--- src/rtl/dg004x_pkg.sv ---
// rtl/dg004x_pkg.sv - shared command encoding and helpers for the DG004x stack blocks
package dg004x_pkg;

    localparam logic [1:0] CMD_HOLD = 2'b00;
    localparam logic [1:0] CMD_REPL = 2'b01;
    localparam logic [1:0] CMD_PUSH = 2'b10;
    localparam logic [1:0] CMD_POP  = 2'b11;

    // Next-value source for one stack entry; "above" is toward the top of stack.
    typedef enum logic [1:0] {
        SEL_HOLD  = 2'b00,
        SEL_ABOVE = 2'b01,
        SEL_BELOW = 2'b10,
        SEL_LOAD  = 2'b11
    } cell_sel_e;

    // Index width that stays at least one bit even for a single-entry range.
    function automatic int idx_width(input int depth);
        return ($clog2(depth) < 1) ? 1 : $clog2(depth);
    endfunction

endpackage

--- src/rtl/dg0041_stack_cell.sv ---
// rtl/dg0041_stack_cell.sv - one stack entry register with hold/above/below/load mux
module dg0041_stack_cell
    import dg004x_pkg::*;
#(
    parameter int WIDTH = 10
) (
    input  logic             STK_CLK,
    input  logic             STK_RST,
    input  cell_sel_e        sel,
    input  logic [WIDTH-1:0] above,
    input  logic [WIDTH-1:0] below,
    input  logic [WIDTH-1:0] load,
    output logic [WIDTH-1:0] q
);

    // Entry register: reset clears, otherwise take the selected neighbour or the load value.
    always_ff @(posedge STK_CLK) begin
        if (STK_RST) begin
            q <= '0;
        end else begin
            case (sel)
                SEL_ABOVE: q <= above;
                SEL_BELOW: q <= below;
                SEL_LOAD:  q <= load;
                default:   q <= q;
            endcase
        end
    end

endmodule

--- src/rtl/dg0041_param_stack.sv ---
// rtl/dg0041_param_stack.sv - parametrised return-address stack with level, flags and peek
module dg0041_param_stack
    import dg004x_pkg::*;
#(
    parameter int WIDTH     = 10,
    parameter int DEPTH     = 4,
    parameter int FILL_ZERO = 0
) (
    input  logic                          STK_CLK,
    input  logic                          STK_RST,
    input  logic                          MODE1,
    input  logic                          MODE0,
    input  logic [WIDTH-1:0]              PC,
    input  logic                          CLR_FLAGS,
    input  logic [idx_width(DEPTH)-1:0]   RD_IDX,
    output logic [WIDTH-1:0]              TOS,
    output logic [WIDTH-1:0]              RD_DATA,
    output logic [$clog2(DEPTH+1)-1:0]    LEVEL,
    output logic                          FULL,
    output logic                          EMPTY,
    output logic                          OVF,
    output logic                          UNF
);

    localparam int IW = idx_width(DEPTH);
    localparam int LW = $clog2(DEPTH + 1);
    localparam logic [LW-1:0] LEVEL_MAX = LW'(DEPTH);

    logic [1:0]       cmd;
    logic [WIDTH-1:0] e [DEPTH];
    cell_sel_e        sel_top;
    cell_sel_e        sel_rest;
    logic             ovf_event;
    logic             unf_event;

    assign cmd = {MODE1, MODE0};

    // Decode the command into the mux select for the top entry and for all deeper entries.
    always_comb begin
        sel_top  = SEL_HOLD;
        sel_rest = SEL_HOLD;
        case (cmd)
            CMD_REPL: sel_top = SEL_LOAD;
            CMD_PUSH: begin
                sel_top  = SEL_LOAD;
                sel_rest = SEL_ABOVE;
            end
            CMD_POP: begin
                sel_top  = SEL_BELOW;
                sel_rest = SEL_BELOW;
            end
            default: ;
        endcase
    end

    for (genvar i = 0; i < DEPTH; i++) begin : g_cell
        logic [WIDTH-1:0] above;
        logic [WIDTH-1:0] below;

        if (i == 0) begin : g_top
            assign above = '0;
        end else begin : g_mid_a
            assign above = e[i-1];
        end

        // The bottom entry refills from itself (legacy replicate) or with zero on pop.
        if (i == DEPTH - 1) begin : g_bot
            assign below = (FILL_ZERO != 0) ? '0 : e[i];
        end else begin : g_mid_b
            assign below = e[i+1];
        end

        dg0041_stack_cell #(.WIDTH(WIDTH)) u_cell (
            .STK_CLK (STK_CLK),
            .STK_RST (STK_RST),
            .sel     ((i == 0) ? sel_top : sel_rest),
            .above   (above),
            .below   (below),
            .load    (PC),
            .q       (e[i])
        );
    end

    assign ovf_event = (cmd == CMD_PUSH) && (LEVEL == LEVEL_MAX);
    assign unf_event = (cmd == CMD_POP) && (LEVEL == '0);

    // Occupancy count saturating at 0 and DEPTH; sticky flags where a set beats a clear.
    always_ff @(posedge STK_CLK) begin
        if (STK_RST) begin
            LEVEL <= '0;
            OVF   <= 1'b0;
            UNF   <= 1'b0;
        end else begin
            case (cmd)
                CMD_REPL: if (LEVEL == '0) LEVEL <= LW'(1);
                CMD_PUSH: if (LEVEL != LEVEL_MAX) LEVEL <= LEVEL + LW'(1);
                CMD_POP:  if (LEVEL != '0) LEVEL <= LEVEL - LW'(1);
                default:  ;
            endcase
            OVF <= (OVF & ~CLR_FLAGS) | ovf_event;
            UNF <= (UNF & ~CLR_FLAGS) | unf_event;
        end
    end

    // Peek mux; indices past the last entry read as zero.
    always_comb begin
        RD_DATA = '0;
        for (int i = 0; i < DEPTH; i++) begin
            if (RD_IDX == IW'(i)) RD_DATA = e[i];
        end
    end

    assign TOS   = e[0];
    assign FULL  = (LEVEL == LEVEL_MAX);
    assign EMPTY = (LEVEL == '0);

endmodule
--- config.mk ---
export PLATFORM = sky130hd
export DESIGN_NAME = dg0041_param_stack
export DESIGN_NICKNAME = d
export VERILOG_FILES = /design/src/rtl/dg004x_pkg.sv /design/src/rtl/dg0041_stack_cell.sv /design/src/rtl/dg0041_param_stack.sv
export SDC_FILE = /design/constraint.sdc
export NUM_CORES = 1
export LEC_CHECK = 0
export CORE_AREA = 2 2 73 75
export DETAILED_ROUTE_END_ITERATION = 16
export DIE_AREA = 0 0 75 77
export PLACE_DENSITY = 0.82
export SLEW_MARGIN = 20
export SYNTH_ARGS = -nofsm -noshare
export SYNTH_HDL_FRONTEND = slang
export SYNTH_SLANG_ARGS = --single-unit
--- constraint.sdc ---
create_clock -name STK_CLK -period 2.2 [get_ports STK_CLK]
set_input_delay 0.66 -clock STK_CLK [delete_from_list [all_inputs] [get_ports STK_CLK]]
set_output_delay 0.66 -clock STK_CLK [all_outputs]
set_load 0.05 [all_outputs]
==> qor.txt, run 1 <==
GRT overflow: 0
Finish-stage setup viols: 4
deepest clock path buffer count: 2
CTS tree: yes
outcome: finished, violations left
DRC viols: 0
sequential cell area: 901 um2
EDFF count, synth: 0
Clock Skew: 4.15 ps
Buffers on Ports: 43
row count: 26
initial antenna violation count: 0
Cell variety after synth: 38
WP data arrival: 1550 ps
Final Slew Violations: 0
CP endpoint kind: output pin
FF+latch count, synth: 45
Die X-Extent: 75 um
Via-to-Cell Ratio: 5.76
HP Class: reg2reg
post-synthesis adder-cell area fraction: 3.67%
Area growth, synth to finish: 34.9%
hold path depth: 2
hpwl dp: 4540 um
Worst-path clk slew: 80 ps
vias in the first global route: 2390
register area share after synthesis: 34.8%
drt initial violations: 178
min cycle time layout: 2210 ps
Pwr Total: 2.32 mW
Fin. Hold Viols: 0
startpoint types: input port
simple-gate share of the synthesized area: 18.5%
Mean Syn Cell Area: 8.46 um2
core area: 4980 um2
die footprint: 5780 um2
post-synthesis cell count: 306
fin nets: 393
clock latency on the worst-skew pair: 290 ps
fraction of synthesized cell area in xor and xnor cells: 0.338%
largest net degree at the start of global routing: 46
Slew headroom: 66.7%
Worst Hold Launch: g_cell[2].u_cell.q[6]
CTS Buf Count: 5
Peak VDD IR: 0.426 mV
drt wl/cell: 15.2 um
violated checks: setup timing
Antenna Nets Post-Route: 0
Pre-Repair DR Iteration Count: 4
R2R setup slack: 720 ps
top_reg_cell synth: dfxtp_1
Tcrit/Tclk final: 101%
Yosys top cell area share: 34.8%
post-cts hold buffer count: 0
Clock Tree Root: clkbuf_8
first-pass GRT wire length: 10800 um
share of cells above drive strength 1: 23.3%
Leakage: 1.43 nW
layout filler cell count: 391
Power per Cell Area: 665 nW/um2
WS Path Type: in2out
YS warnings: 0
GRT Resource Usage Total: 23.5%
leading area contributor after synthesis: dfxtp_1
Antenna Diode Count: 0
hold endpoint: g_cell[2].u_cell.q[6]
vias: 2530
Cell Area, Synth: 2590 um2
CP Max Fanout: 5
worst slew pin tran: 498 ps
Post-Route WL: 6690 um
non-filler cells, final: 439
final core utilization: 70.2%
CP required: 1540 ps
Crit Reg-Reg Startpoint: LEVEL[0]
Max H-tree Level: 2
# Max-Cap Violations: 0
area occupied by multi-input gates: 1550 um2
largest family of logic cells by synthesized area: compound AO/OA/AOI/OAI gates
worst hold margin: 498 ps
IO Count: 44
RSZ-0062 raised after global routing: true
R2R depth: 5
mux cell area share after synthesis: 11.0%
RR Endpoint: LEVEL[2]
RePlAce Congestion: 0.779
setup ws final: -14.9 ps
Post-synth ARST share: 0%
Initial Util: 52.0%
Placed Cells: 431
Mapped Nets: 330
Synth Area in Compound Gates: 25.6%
die height: 77 um
# clock sinks: 45
largest cells by area after synthesis: dfxtp_1 (35%), mux4_2 (8.7%), a21oi_1 (8.3%)
Achievable Freq: 451 MHz
[worst max path at each step]
| stage | depth (start not counted) | startpoint | endpoint |
|---|---|---|---|
| 3_5_place_dp | 4 | RD_IDX[0] | RD_DATA[4] |
| 6_report | 4 | RD_IDX[0] | RD_DATA[4] |
| 5_1_grt | 4 | RD_IDX[0] | RD_DATA[4] |
| 4_1_cts | 4 | RD_IDX[0] | RD_DATA[4] |
| 2_1_floorplan | 2 | RD_IDX[0] | RD_DATA[3] |
| 3_3_place_gp | 4 | RD_IDX[0] | RD_DATA[4] |
[state kept, by name (all words and copies together) (netlist names)]
register and cells:
g_cell.u_cell.q 40, LEVEL 3, OVF 1, UNF 1
[logic make-up (layout without fill, tap and decap cells)]
| group | Yosys count | in the layout |
|---|---|---|
| AOI/OAI and AO/OA | 103 | 103 |
| and+or+nand+nor | 103 | 103 |
| muxes | 16 | 16 |
| DFF | 45 | 45 |
| xor gates and xnor gates | 1 | 1 |
| buffers and inverters | 31 | 94 |
| adders and majority gates | 7 | 7 |
[cell type report]
class	count	area share, %
inverters	5	0.537
repair buffers	82	24.2
flip-flops and latches	45	25.8
clock buffers	7	2.47
well taps	70	2.51
multi-input cells	230	44.5
[metrics by stage]
stage	setup slack [ps]	cell area, um2	setup TNS, ps
finish	-14.9	3490	-35.4
global placement	-500	3280	-12600
detailed placement	-507	3280	-14670
CTS	-19.6	3460	-47.0
floorplan	30.5	2590	0
global route	-31.7	3490	-162
[critical path, stage by stage]
cell and delay (ps):
buf_8 80, buf_8 120, mux4_2 520, buf_8 170
[where the power goes]
| group | leakage [nW] | switching, mW | internal [mW] |
|---|---|---|---|
| Sequential | 0.369 | 0.0748 | 0.877 |
| Combinational | 1.02 | 0.477 | 0.377 |
| Clock | 0.0443 | 0.267 | 0.250 |
[routing by layer]
metal | global-route usage [%] | up-vias | wire, um
met5 | 0 | - | 0
li1 | - | 1232 | -
met4 | 7.68 | 0 | 125
met2 | 41.3 | 90 | 3440
met3 | 3.68 | 14 | 355
met1 | 28.3 | 1194 | 2770
[Yosys cell counts (2+ instances only)]
library cell,instances
a211o_1,2
a211oi_1,14
a21o_1,5
a21oi_1,43
a22oi_1,12
a2bb2oi_1,3
a311oi_1,2
a31oi_1,5
and2_1,4
buf_2,10
buf_4,6
clkbuf_1,8
dfxtp_1,45
ha_1,6
inv_1,5
mux2i_1,6
mux4_2,10
nand2_1,20
nand2b_1,17
nor2_1,49
nor3_1,2
o21ai_1,5
o221ai_1,6
o22ai_1,3
or3_1,5
[layout by cell type (no fill, tap or decap), types with 6 or more instances in the layout]
cell type | netlist | final
a211oi_1 | 14 | 14
clkdlybuf4s50_1 | 0 | 15
buf_8 | 0 | 8
dfxtp_1 | 45 | 45
mux4_2 | 10 | 10
buf_4 | 6 | 41
o221ai_1 | 6 | 6
mux2i_1 | 6 | 6
nand2_1 | 20 | 20
a21oi_1 | 43 | 43
nor2_1 | 49 | 49
a22oi_1 | 12 | 12
nand2b_1 | 17 | 17
clkbuf_8 | 0 | 6
buf_6 | 1 | 8
buf_12 | 0 | 7
[what timing repair did]
item	4_1_cts	5_1_grt
resized for setup	34	7
buffers inserted	0	1
setup endpoints to repair	25	27
No activity file was read; power rests on OpenSTA's default activity.
==> inputs of run 2 (changes only) <==
==> constraint.sdc (replaced) <==
create_clock -name STK_CLK -period 2.2 [get_ports STK_CLK]
set_input_delay 0.66 -clock STK_CLK [delete_from_list [all_inputs] [get_ports STK_CLK]]
set_output_delay 0.66 -clock STK_CLK [all_outputs]
set_load 0.02 [all_outputs]
==> qor.txt, run 2 (synthesis results as in run 1) <==
Crit Reg-Reg Startpoint: LEVEL[0]
Clock Tree Root: clkbuf_8
post-layout instance area: 3420 um2
Area growth, synth to finish: 32.3%
CTS tree: yes
max reg flops: 40
hold path depth: 2
vias in the first global route: 2302
R2R setup slack: 640 ps
clock latency on the worst-skew pair: 290 ps
CP required: 1540 ps
worst hold margin: 495 ps
Finish-stage setup viols: 0
outcome: finished clean
IO Count: 44
Final Slew Violations: 0
Leakage: 1.37 nW
fin nets: 393
Biggest register: g_cell.u_cell.q
Antenna Diode Count: 0
Tcrit/Tclk final: 99.5%
drt initial violations: 160
CP Max Fanout: 4
Pre-Repair DR Iteration Count: 4
startpoint types: input port
most frequent cells in the layout: nor2_1 (49), dfxtp_1 (45), a21oi_1 (43)
CTS Buf Count: 5
hpwl dp: 4620 um
core area: 4980 um2
WS Path Type: in2out
hold endpoint: g_cell[2].u_cell.q[5]
GRT overflow: 0
HP Class: reg2reg
setup TNS: 0 ps
vias: 2508
Placed Cells: 430
Worst Hold Launch: g_cell[2].u_cell.q[5]
# Max-Cap Violations: 0
Max H-tree Level: 2
largest registers: g_cell.u_cell.q (40), LEVEL (3)
drt wl/cell: 15.0 um
deepest clock path buffer count: 2
Antenna Nets Post-Route: 0
Initial Util: 52.0%
Peak VDD IR: 0.330 mV
non-filler cells, final: 438
post-cts hold buffer count: 0
die height: 77 um
min cycle time layout: 2190 ps
share of cells above drive strength 1: 20.1%
initial antenna violation count: 0
Post-Route WL: 6570 um
Post-DP Area: 3270 um2
RePlAce Congestion: 0.823
commonest non-fill, non-tap cell in the layout: nor2_1
Fin. Hold Viols: 0
die footprint: 5780 um2
WP data arrival: 1530 ps
Buffers on Ports: 43
Slew headroom: 74.2%
RR Endpoint: LEVEL[2]
first-pass GRT wire length: 10700 um
Power per Cell Area: 614 nW/um2
CP endpoint kind: output pin
largest net degree at the start of global routing: 46
row count: 26
Worst-path clk slew: 80 ps
Pwr Total: 2.10 mW
DRC viols: 0
Achievable Freq: 457 MHz
worst slew pin tran: 386 ps
R2R depth: 6
Clock Skew: 6.74 ps
Die X-Extent: 75 um
# clock sinks: 45
GRT Resource Usage Total: 23.4%
Via-to-Cell Ratio: 5.73
## run 2: cell count changes in the layout (fill, tap and decap cells not counted), sizes merged
cell / change
buf: -13
clkinv: +1
clkdlybuf4s50: +12
dlygate4sd2: +1
clkbuf: -2
## run 2: worst max path at each step
stage          slack (ps)  depth (start not counted)    endpoint      start
2_1_floorplan          30                          2  RD_DATA[3]  RD_IDX[0]
3_3_place_gp         -840                          4  RD_DATA[3]  RD_IDX[0]
3_5_place_dp         -850                          4  RD_DATA[4]  RD_IDX[0]
4_1_cts                 7                          4  RD_DATA[5]  RD_IDX[0]
5_1_grt             -0.08                          4  RD_DATA[8]  RD_IDX[0]
6_report               10                          4  RD_DATA[8]  RD_IDX[0]
## run 2: worst max-delay path, cell delays in order
cell	delay, ps
buf_8	80
buf_6	110
mux4_2	500
buf_2	180
## run 2: power by group
part | internal (mW) | switching, mW
Combinational | 0.346 | 0.341
Clock | 0.209 | 0.261
Sequential | 0.877 | 0.0686
## run 2: layout make-up
class	instances	area, um2
tap	70	87.6
inverter	5	18.8
clock inverter	1	5.00
timing repair buffer	82	783
multi-input combinational	230	1560
clock buffer	5	68.8
sequential	45	901
fill	399	1550
## run 2: per-stage QoR
stage / setup WS (ps) / utilization (%)
finish: 11.2 / 68.8
global route: -0.0844 / 68.8
CTS: 7.48 / 67.7
detailed placement: -850 / 65.7
global placement: -841 / 65.7
floorplan: 34.1 / -
## run 2: what timing repair did
| action | CTS | global route |
|---|---|---|
| resized for setup | 69 | 14 |
| setup endpoints to repair | 28 | 18 |
| gates cloned | 0 | 0 |
| setup buffers | 2 | 0 |
## run 2: metal layers
metal | GRT usage (%) | vias up | share of wire, %
met5 | 0 | - | 0
met4 | 6.61 | 0 | 0.38
met3 | 4.60 | 2 | 5.7
met2 | 38.2 | 68 | 52
met1 | 30.9 | 1200 | 42
li1 | - | 1238 | -
==> inputs of run 3 (changes only) <==
==> constraint.sdc (replaced) <==
create_clock -name STK_CLK -period 2.2 [get_ports STK_CLK]
set_input_delay 0.33 -clock STK_CLK [delete_from_list [all_inputs] [get_ports STK_CLK]]
set_output_delay 0.33 -clock STK_CLK [all_outputs]
set_load 0.02 [all_outputs]
==> qor.txt, run 3 (synthesis results as in run 1) <==
core area: 4980 um2
Slew headroom: 57.1%
Fin. Hold Viols: 0
CP Max Fanout: 5
Initial Util: 52.0%
DRC viols: 0
CP required: 1870 ps
CTS tree: yes
Post-Route WL: 6260 um
die height: 77 um
hpwl dp: 4300 um
WS Path Type: in2out
min cycle time layout: 2180 ps
dpl ws: -209 ps
hold path depth: 2
Buffers on Ports: 43
layout filler cell count: 422
first-pass GRT wire length: 10300 um
postcts setup bufs: 0
commonest non-fill, non-tap cell in the layout: nor2_1
Antenna Nets Post-Route: 0
Peak VDD IR: 0.639 mV
die footprint: 5780 um2
setup ws final: 20.1 ps
IO Count: 44
fin nets: 375
post-cts hold buffer count: 0
sequential cell area: 901 um2
# Max-Cap Violations: 0
share of cells above drive strength 1: 11.9%
worst slew pin tran: 643 ps
clock latency on the worst-skew pair: 300 ps
Via-to-Cell Ratio: 5.74
area occupied by multi-input gates: 1530 um2
GRT Resource Usage Total: 22.7%
Biggest register: g_cell.u_cell.q
hold endpoint: g_cell[2].u_cell.q[6]
drt wl/cell: 14.8 um
max reg flops: 40
Tcrit/Tclk final: 99.1%
Pwr Total: 2.32 mW
RR Endpoint: LEVEL[2]
Pre-Repair DR Iteration Count: 4
GRT overflow: 0
CP endpoint kind: output pin
CTS Buf Count: 5
Power per Cell Area: 705 nW/um2
HP Class: reg2reg
WP data arrival: 1850 ps
Die X-Extent: 75 um
R2R depth: 5
RSZ-0062 raised after global routing: true
vias in the first global route: 2261
Max H-tree Level: 2
Worst-path clk slew: 90 ps
Clock Skew: 5.16 ps
# clock sinks: 45
outcome: finished clean
RePlAce Congestion: 0.800
Worst Hold Launch: g_cell[2].u_cell.q[6]
largest net degree at the start of global routing: 54
Leakage: 1.27 nW
drt initial violations: 143
Clock Tree Root: clkbuf_8
vias: 2422
R2R setup slack: 750 ps
most frequent cells in the layout: nor2_1 (49), dfxtp_1 (45), a21oi_1 (43)
Antenna Diode Count: 0
initial antenna violation count: 0
startpoint types: input port
Finish-stage setup viols: 0
deepest clock path buffer count: 2
largest registers: g_cell.u_cell.q (40), LEVEL (3)
Final Slew Violations: 0
Crit Reg-Reg Startpoint: LEVEL[0]
row count: 26
Area growth, synth to finish: 27.0%
Achievable Freq: 459 MHz
## run 3: critical path: stages
cell	delay [ps]
clkdlybuf4s50_1	490
buf_4	190
mux4_2	510
dlygate4sd2_1	330
## run 3: metrics by stage
| stage | area, um2 | util [%] | hold WS, ps | setup TNS, ps | std cells |
|---|---|---|---|---|---|
| 2_1_floorplan | 2590 | - | 451 | 0 | 306 |
| 3_3_place_gp | 3160 | 63.5 | 475 | -1570 | 414 |
| 3_5_place_dp | 3160 | 63.5 | 480 | -1780 | 414 |
| 4_1_cts | 3280 | 66.0 | 493 | 0 | 422 |
| 5_1_grt | 3290 | 66.0 | 517 | -57.0 | 422 |
| 6_report | 3290 | 66.0 | 497 | 0 | 422 |
## run 3: how the worst max path moves through the flow
stage | startpoint | end | slack, ps | depth (start not counted)
CTS | RD_IDX[0] | RD_DATA[4] | 10 | 4
floorplan | MODE1 | LEVEL[2] | 670 | 6
detailed placement | RD_IDX[0] | RD_DATA[4] | -210 | 4
global route | RD_IDX[0] | RD_DATA[4] | -20 | 4
finish | RD_IDX[0] | RD_DATA[4] | 20 | 4
global placement | RD_IDX[0] | RD_DATA[3] | -180 | 4
## run 3: area by class of cell
class	count	area share, %
multi-input combinational	230	46.5
clock inverter	3	1.98
sequential	45	27.4
timing repair buffer	64	18.8
clock buffer	5	2.09
tap	70	2.66
inverter	5	0.571
## run 3: layer usage
layer	track usage, %	up-vias	share of wire, %
met1	30.1	1140	43
met5	0	-	0
met2	36.3	76	50
met4	8.39	0	1.3
li1	-	1196	-
met3	4.07	10	4.9
## run 3: power by group
part	leakage [nW]	internal (mW)	switching [mW]
logic	0.836	0.305	0.318
registers	0.369	0.877	0.0744
clock network	0.0681	0.451	0.290
total	1.27	1.63	0.683
## run 3: timing repair
action | in CTS | in global routing
gates cloned | 0 | 0
gates resized for setup | 10 | 3
endpoints found under the setup margin | 10 | 6
